--- src/rtl/flag_branch_unit_if.sv ---
`default_nettype none
// ============================================================================
// Module      : flag_branch_unit_if
// Description : EX-stage flag-write signals and ID branch-request handshake
//               of the flag/branch unit. master = pipeline side,
//               slave = flag_branch_unit.
// Revision    : 1.0 - initial release
// ============================================================================
interface flag_branch_unit_if #(
    parameter int DW = 16
) ();
    // EX stage flag write
    logic          ex_valid;
    logic [DW-1:0] alu_out;
    logic          alu_ovfl;
    logic          zero_en;
    logic          ovfl_en;
    logic          neg_en;
    logic          flush;
    // ID branch request
    logic          br_valid;
    logic [2:0]    br_ccc;
    logic          br_stall;
    logic          br_done;
    logic          br_taken;
    // Flag register contents
    logic          flag_z;
    logic          flag_v;
    logic          flag_n;

    modport master (
        output ex_valid, alu_out, alu_ovfl, zero_en, ovfl_en, neg_en, flush,
        output br_valid, br_ccc,
        input  br_stall, br_done, br_taken, flag_z, flag_v, flag_n
    );

    modport slave (
        input  ex_valid, alu_out, alu_ovfl, zero_en, ovfl_en, neg_en, flush,
        input  br_valid, br_ccc,
        output br_stall, br_done, br_taken, flag_z, flag_v, flag_n
    );
endinterface
`default_nettype wire

--- src/rtl/flag_branch_unit.sv ---
`default_nettype none
// ============================================================================
// Module      : flag_branch_unit
// Description : Z/V/N flag register plus 3-bit branch-condition resolver with
//               stall/done handshake towards ID and flag-hazard detection.
//               Optional macro FLAG_FWD_EN: forward in-flight EX flag values
//               into resolution instead of stalling on a hazard.
// Revision    : 1.0 - initial release
// ============================================================================
module flag_branch_unit #(
    parameter int DW = 16
) (
    input  wire logic         clk,
    input  wire logic         rst_n,
    flag_branch_unit_if.slave bus
);
    typedef enum logic [1:0] {
        S_IDLE = 2'd0,
        S_WAIT = 2'd1,
        S_DONE = 2'd2
    } state_t;

    state_t state_q;
    logic   z_q, v_q, n_q;
    logic   z_d, v_d, n_d;
    logic   taken_q;
    logic   done_q;

    logic   w_wr;
    logic   w_haz;
    logic   w_stall;
    logic   w_rz, w_rv, w_rn;
    logic   w_cond;

    // A flag write only happens for a live, unflushed EX instruction.
    assign w_wr  = bus.ex_valid & ~bus.flush;
    assign w_haz = w_wr & (bus.zero_en | bus.ovfl_en | bus.neg_en);

    // Next flag values: each flag changes only under its own enable.
    always_comb begin
        z_d = z_q;
        v_d = v_q;
        n_d = n_q;
        if (w_wr && bus.zero_en) z_d = (bus.alu_out == '0);
        if (w_wr && bus.ovfl_en) v_d = bus.alu_ovfl;
        if (w_wr && bus.neg_en)  n_d = bus.alu_out[DW-1];
    end

`ifdef FLAG_FWD_EN
    // Forwarded flags are exactly the next-state values, so no stall is needed.
    assign w_rz    = z_d;
    assign w_rv    = v_d;
    assign w_rn    = n_d;
    assign w_stall = 1'b0;
`else
    // Resolve from the register; a pending flag write forces a wait instead.
    assign w_rz    = z_q;
    assign w_rv    = v_q;
    assign w_rn    = n_q;
    assign w_stall = w_haz;
`endif

    // Branch condition evaluation on the selected flag set.
    always_comb begin
        w_cond = 1'b1;
        case (bus.br_ccc)
            3'b000:  w_cond = ~w_rz;
            3'b001:  w_cond = w_rz;
            3'b010:  w_cond = ~w_rz & ~w_rn;
            3'b011:  w_cond = w_rn;
            3'b100:  w_cond = w_rz | ~w_rn;
            3'b101:  w_cond = w_rz | w_rn;
            3'b110:  w_cond = w_rv;
            default: w_cond = 1'b1;
        endcase
    end

    // Flag register.
    always_ff @(posedge clk or negedge rst_n) begin
        if (!rst_n) begin
            z_q <= 1'b0;
            v_q <= 1'b0;
            n_q <= 1'b0;
        end else begin
            z_q <= z_d;
            v_q <= v_d;
            n_q <= n_d;
        end
    end

    // Branch handshake FSM; IDLE and WAIT react identically to a request,
    // WAIT just records that a hazard is being waited out.
    always_ff @(posedge clk or negedge rst_n) begin
        if (!rst_n) begin
            state_q <= S_IDLE;
            taken_q <= 1'b0;
            done_q  <= 1'b0;
        end else begin
            done_q <= 1'b0;
            case (state_q)
                S_IDLE, S_WAIT: begin
                    if (bus.flush || !bus.br_valid) begin
                        state_q <= S_IDLE;
                    end else if (w_stall) begin
                        state_q <= S_WAIT;
                    end else begin
                        state_q <= S_DONE;
                        done_q  <= 1'b1;
                        taken_q <= w_cond;
                    end
                end
                S_DONE:  state_q <= S_IDLE;
                default: state_q <= S_IDLE;
            endcase
        end
    end

    assign bus.br_stall = bus.br_valid & (state_q != S_DONE);
    assign bus.br_done  = done_q;
    assign bus.br_taken = taken_q;
    assign bus.flag_z   = z_q;
    assign bus.flag_v   = v_q;
    assign bus.flag_n   = n_q;

endmodule
`default_nettype wire

--- src/flat_wrapper.sv ---
// flat-port wrapper written by rule: the top's interface ports become plain ports
module flag_branch_unit_flat 
#(
    parameter int DW = 16
)
  (clk, rst_n, bus_ex_valid, bus_alu_out, bus_alu_ovfl, bus_zero_en, bus_ovfl_en, bus_neg_en, bus_flush, bus_br_valid, bus_br_ccc, bus_br_stall, bus_br_done, bus_br_taken, bus_flag_z, bus_flag_v, bus_flag_n);
  flag_branch_unit_if #(.DW(DW)) bus_i ();
  input  wire logic clk;
  input  wire logic rst_n;
  input wire logic [$bits(bus_i.ex_valid)-1:0] bus_ex_valid;
  input wire logic [$bits(bus_i.alu_out)-1:0] bus_alu_out;
  input wire logic [$bits(bus_i.alu_ovfl)-1:0] bus_alu_ovfl;
  input wire logic [$bits(bus_i.zero_en)-1:0] bus_zero_en;
  input wire logic [$bits(bus_i.ovfl_en)-1:0] bus_ovfl_en;
  input wire logic [$bits(bus_i.neg_en)-1:0] bus_neg_en;
  input wire logic [$bits(bus_i.flush)-1:0] bus_flush;
  input wire logic [$bits(bus_i.br_valid)-1:0] bus_br_valid;
  input wire logic [$bits(bus_i.br_ccc)-1:0] bus_br_ccc;
  output wire logic [$bits(bus_i.br_stall)-1:0] bus_br_stall;
  output wire logic [$bits(bus_i.br_done)-1:0] bus_br_done;
  output wire logic [$bits(bus_i.br_taken)-1:0] bus_br_taken;
  output wire logic [$bits(bus_i.flag_z)-1:0] bus_flag_z;
  output wire logic [$bits(bus_i.flag_v)-1:0] bus_flag_v;
  output wire logic [$bits(bus_i.flag_n)-1:0] bus_flag_n;
  assign bus_i.ex_valid = bus_ex_valid;
  assign bus_i.alu_out = bus_alu_out;
  assign bus_i.alu_ovfl = bus_alu_ovfl;
  assign bus_i.zero_en = bus_zero_en;
  assign bus_i.ovfl_en = bus_ovfl_en;
  assign bus_i.neg_en = bus_neg_en;
  assign bus_i.flush = bus_flush;
  assign bus_i.br_valid = bus_br_valid;
  assign bus_i.br_ccc = bus_br_ccc;
  assign bus_br_stall = bus_i.br_stall;
  assign bus_br_done = bus_i.br_done;
  assign bus_br_taken = bus_i.br_taken;
  assign bus_flag_z = bus_i.flag_z;
  assign bus_flag_v = bus_i.flag_v;
  assign bus_flag_n = bus_i.flag_n;
  flag_branch_unit #(.DW(DW)) u_core (.clk(clk), .rst_n(rst_n), .bus(bus_i));
endmodule
--- config.mk ---
export PLATFORM = sky130hd
export DESIGN_NAME = flag_branch_unit_flat
export DESIGN_NICKNAME = d
export VERILOG_FILES = /design/src/rtl/flag_branch_unit_if.sv /design/src/rtl/flag_branch_unit.sv /design/src/flat_wrapper.sv
export SDC_FILE = /design/constraint.sdc
export NUM_CORES = 1
export LEC_CHECK = 0
export CORE_AREA = 2 2 39 41
export DETAILED_ROUTE_END_ITERATION = 8
export DIE_AREA = 0 0 41 43
export PLACE_DENSITY = 0.71
export SKIP_LAST_GASP = 1
export SYNTH_ARGS = -nofsm -noshare
export SYNTH_HDL_FRONTEND = slang
export SYNTH_SLANG_ARGS = --single-unit
--- constraint.sdc ---
create_clock -name clk -period 2.3 [get_ports clk]
set_input_delay 0.46 -clock clk [delete_from_list [all_inputs] [get_ports clk]]
set_output_delay 0.46 -clock clk [all_outputs]
set_load 0.1 [all_outputs]
### Word-level counts from Yosys, hierarchy flattened

Cells that the tools add are included.

* register bits after elaboration: 7
* input port bits: 28
* logic and storage cells: 44

* equality and inequality tests: 8
* muxes and demuxes: 7
* bitwise gates (word level): 13
* reductions and logical operators: 10

Operator list (count)
* logical NOT 16 bit: 1
* equality test 3 bit (second input constant): 3
* case mux 1 bit (7 select lines): 1
* equality test 3 x 2 -> 1 bit (second input constant): 2
* 2-to-1 mux 2 bit: 3
* NOT 1 bit: 5
* AND 1 bit: 4
* OR 1 bit: 4
* equality test 3 x 1 -> 1 bit (second input constant): 1
* logical AND 1 bit: 3
* logical NOT 3 bit: 1
* 2-to-1 mux 1 bit: 3
* AND reduction 3 bit: 1
* equality test 2 x 1 -> 1 bit (second input constant): 1
* logical NOT 2 bit: 1
* != test 2 bit (second input constant): 1
* OR reduction 2 bit: 1
* logical NOT 1 bit: 1
* logical OR 1 bit: 1

### Depth between registers and ports, before layout

* depth after elaboration: 6
* depth in mapped cells: 4
* gate-level depth less buffers: 4

### Least setup slack after synthesis

Ideal clock, no wire load.

* kind: register to output
* from: register, netlist name u_core.bus.br_done
* to: output port bus_br_stall
* arrival time: 3076 ps
* required time: 1840 ps
* path slack: -1236 ps
* cell stages (with the launch flop): 2
* path buffers: 0
* cell sequence: dfrtp_1 -> a21boi_0

RTL lines
* end, declared: line flat_wrapper.sv:19 `output wire logic [$bits(bus_i.br_stall)-1:0] bus_br_stall;`

### Worst setup path in the final report

* from: input port bus_br_valid
* to: register u_core.taken_q (netlist: u_core.bus.br_taken)

* longest elaborated chain between the ends: 4

Ends and longest elaborated chain
* start, declared: line flat_wrapper.sv:17 `input wire logic [$bits(bus_i.br_valid)-1:0] bus_br_valid;`
* logical NOT 1 bit: line flag_branch_unit.sv:102 `if (bus.flush || !bus.br_valid) begin`
* logical OR 1 bit: line flag_branch_unit.sv:102
* NOT 1 bit (no source line)
* AND reduction 3 bit (no source line)
* end signal, assigned: line flag_branch_unit.sv:109 `taken_q <= w_cond;`
* end, declared: line flag_branch_unit.sv:26 `logic taken_q;`

No other way between the ends.
A chain may end at the register's enable or synchronous reset.

==> implementation parameters <==
Parameter                              Value

Final layout
  Post-Layout Inst Area ... ~720 um^2
  # nets final ... 100
  Core occupancy in the finished layout ... around half
  Non-filler instance count after layout ... 86
  Number of diodes added for antenna fixing ... 0
  Share of cells above drive strength 1 ... around 23%
  Area Growth Syn to Fin ... 108%
  Most used cells in the layout excluding fill and tap cells ... clkdlybuf4s50_1 (27), dfrtp_1 (6), buf_4 (5), nor4_1 (4), nand2_1 (4)
  Commonest non-fill, non-tap cell in the layout ... clkdlybuf4s50_1

Clock tree
  CTS tree ... done
  Hold bufs inserted after CTS ... 0
  Number of clock buffers inserted by TritonCTS ... 3
  Post CTS Setup Buffer Count ... 0
  Gates resized, CTS repair ... 0
  Clock network latency to the later pin of the worst-skew pair ... 0.25 ns
  Clock sink count ... 6
  Clock tree buffer depth ... 2
  Clock tree root driver cell ... clkbuf_4
  Clock-pin slew reported for the worst setup and hold paths after clock tree synthesis ... ~0.050 ns
  H-tree lvl count ... 1

STA
  Setup ws final ... 0.520 ns
  Share of the cycle needed by the critical path after routing ... about 77%
  Total count of hold-check failures in the final report ... 0
  Largest clock skew in the final design ... 0.00308 ns
  Pins over their slew limit ... 0
  Aggregate negative setup slack ... 0 ns
  Post-route minimum period ... around 1.8 ns
  Slew margin rel. ... 80.4%
  Pin slew with the least headroom to its limit ... ~0.3 ns
  Number of setup violations in the final report ... 0
  Worst hold slack after final layout ... 0.459 ns
  Peak clock frequency supported by timing ... 562 MHz
  Unrepaired setup endpoints after global routing ... no

Logic synthesis
  Seq/Total Area, Yosys ... between 40% and 50%
  Syn nets ... between 60 and 70
  Synth Instances ... 34
  Number of distinct library cells after synthesis ... 20
  Syn Std Cell Area ... around 350 um^2
  Post-synth top area cell ... dfrtp_1
  Synthesized area divided by synthesized cell count ... about 10 um^2
  Area contributors post-synth ... dfrtp_1 (43%), nor4_1 (7.2%), mux2_2 (6.5%), a211oi_1 (4.3%), mux2_4 (4.3%)
  Post-synth top area share ... 43.5%
  Count of state elements after synthesis ... 6
  Number of synthesis warnings ... 0

Drt
  Met2 WL post-DR ... between 400 and 500 um
  Uppermost layer routed ... met4
  Met1 layer wirelength in the final routing ... between 300 and 400 um
  Final wirelength ... approximately 900 um
  Drc violations ... 0
  Count of TritonRoute iterations in the first routing pass ... 2
  Routed len/inst ... around 10 um
  Total met3 wirelength after detailed routing ... 113 um
  Detailed router's first-iteration violation count ... 3
  Count of antenna-violating nets left after detailed routing ... 0
  Via count of the routed design ... 424
  Average via count per standard cell ... just under 5

GRT
  Total grt overflow ... 0
  Antenna violations before repair ... 0
  Wire length of the first global-routing pass ... roughly 1600 um
  Vias in the first global route ... ~420
  Combined global-route utilization of all metal layers ... ~14%
  Maximum number of pins on one net before global-route repair ... 7

Worst setup path
  Cell breakdown of the critical path ... clkdlybuf4s50_1, or3b_2, and2b_2, mux2_4
  Largest stage delay on the critical path ... roughly 0.47 ns
  Slowest cell on the critical path ... clkdlybuf4s50_1
  Critical path endpoint category ... flop
  Critical R2R Launch ... u_core.bus.br_done$_DFF_PN0_
  Largest driver fanout on the critical path ... 2
  Type of element launching the critical path ... input port
  Crit path DAT ... 1.91 ns
  Data required, critical path ... approximately 2.4 ns
  Worst setup path startpoint ... bus_br_valid
  Critical Setup Path Class ... input port to flop

Die
  Die outline area ... 1760 um^2
  Die height ... 43 um
  Initial core utilization ... 25.0%
  Die X ... approximately 40 um
  Top-level I/O count ... 34
  Total core area ... 1380 um^2
  Standard-cell row count ... 14

Flow run
  Max capacitance violation total ... 0

Placed design
  DP Cell Count ... 83
  Final RePlAce weighted congestion ... 0.668
  Placement Setup Slack ... roughly 0.26 ns
  DPL Wire Length ... between 800 and 900 um
  Placed Area ... between 600 and 700 um^2
  Number of I/O port buffers ... 33

Pwr
  Worst vdd rail ir drop ... between 0.0002 and 0.0003 V
  Leakage ... 0.293 nW
  Total power of the final layout ... between 0.4 and 0.5 mW
  Power Density ... 624 nW/um^2

Run status
  Status ... complete, no violations

Min path
  Worst min-delay path category ... input port to asynchronous set/reset pin
[cells by family after synthesis]
group	after synthesis	share of synthesized area [%]
and+or+nand+nor	16	28.6
AOI/OAI and AO/OA	8	15.9
DFF	6	43.5
muxes	3	10.9
buffers and inverters	1	1.09
[power by group]
part	total, mW	internal [mW]	switching, mW
logic	0.217	0.0848	0.132
clock network	0.101	0.0593	0.0415
registers	0.131	0.119	0.0116
[registers in the layout (all words and copies together), names as in the netlist]
register,count
u_core.bus.flag_v,1
u_core.bus.flag_n,1
u_core.state_q,1
u_core.bus.br_done,1
u_core.bus.br_taken,1
u_core.bus.flag_z,1
[worst paths after layout]
kind	slack [ns]	cells past startpoint	endpoint
worst max register to register	0.78	3	u_core.bus.br_taken$_DFFE_PN0P_
min in group clk	0.51	1	u_core.bus.br_taken$_DFFE_PN0P_
worst max-delay path	0.52	4	u_core.bus.br_taken$_DFFE_PN0P_
worst min-delay path	0.46	1	u_core.bus.flag_z$_DFFE_PN0P_
max in group asynchronous	1.62	1	u_core.bus.flag_n$_DFFE_PN0P_
worst min register to register	0.51	1	u_core.bus.br_taken$_DFFE_PN0P_
[final cells by class]
class | instances | area, um^2
clock buffers | 3 | 22.5
inverters | 1 | 3.75
multi-input cells | 27 | 195
flip-flops and latches | 6 | 150
fillers | 125 | 664
repair buffers | 33 | 328
well taps | 16 | 20.0
[critical path, delay by kind of cell]
kind	cells	cell delay, ns
simple gates	2	0.69
mux	1	0.29
buf+inv	1	0.47
[per-layer routing]
| metal | global-route usage, % | up-vias |
|---|---|---|
| met5 | 0 | - |
| met4 | 12.0 | 0 |
| li1 | - | 204 |
| met1 | 14.3 | 190 |
| met3 | 7.33 | 4 |
| met2 | 20.6 | 26 |
[synthesized netlist by cell type, drive strengths merged]
cell	n
a211oi	2
a21boi	1
a31oi	1
and2b	2
dfrtp	6
inv	1
mux2	3
nand2	4
nand4	1
nor2	1
nor2b	1
nor4	4
o21ai	1
o22ai	1
o31ai	2
or2b	1
or3b	2
Note: power is estimated with default switching activity, not from simulation.
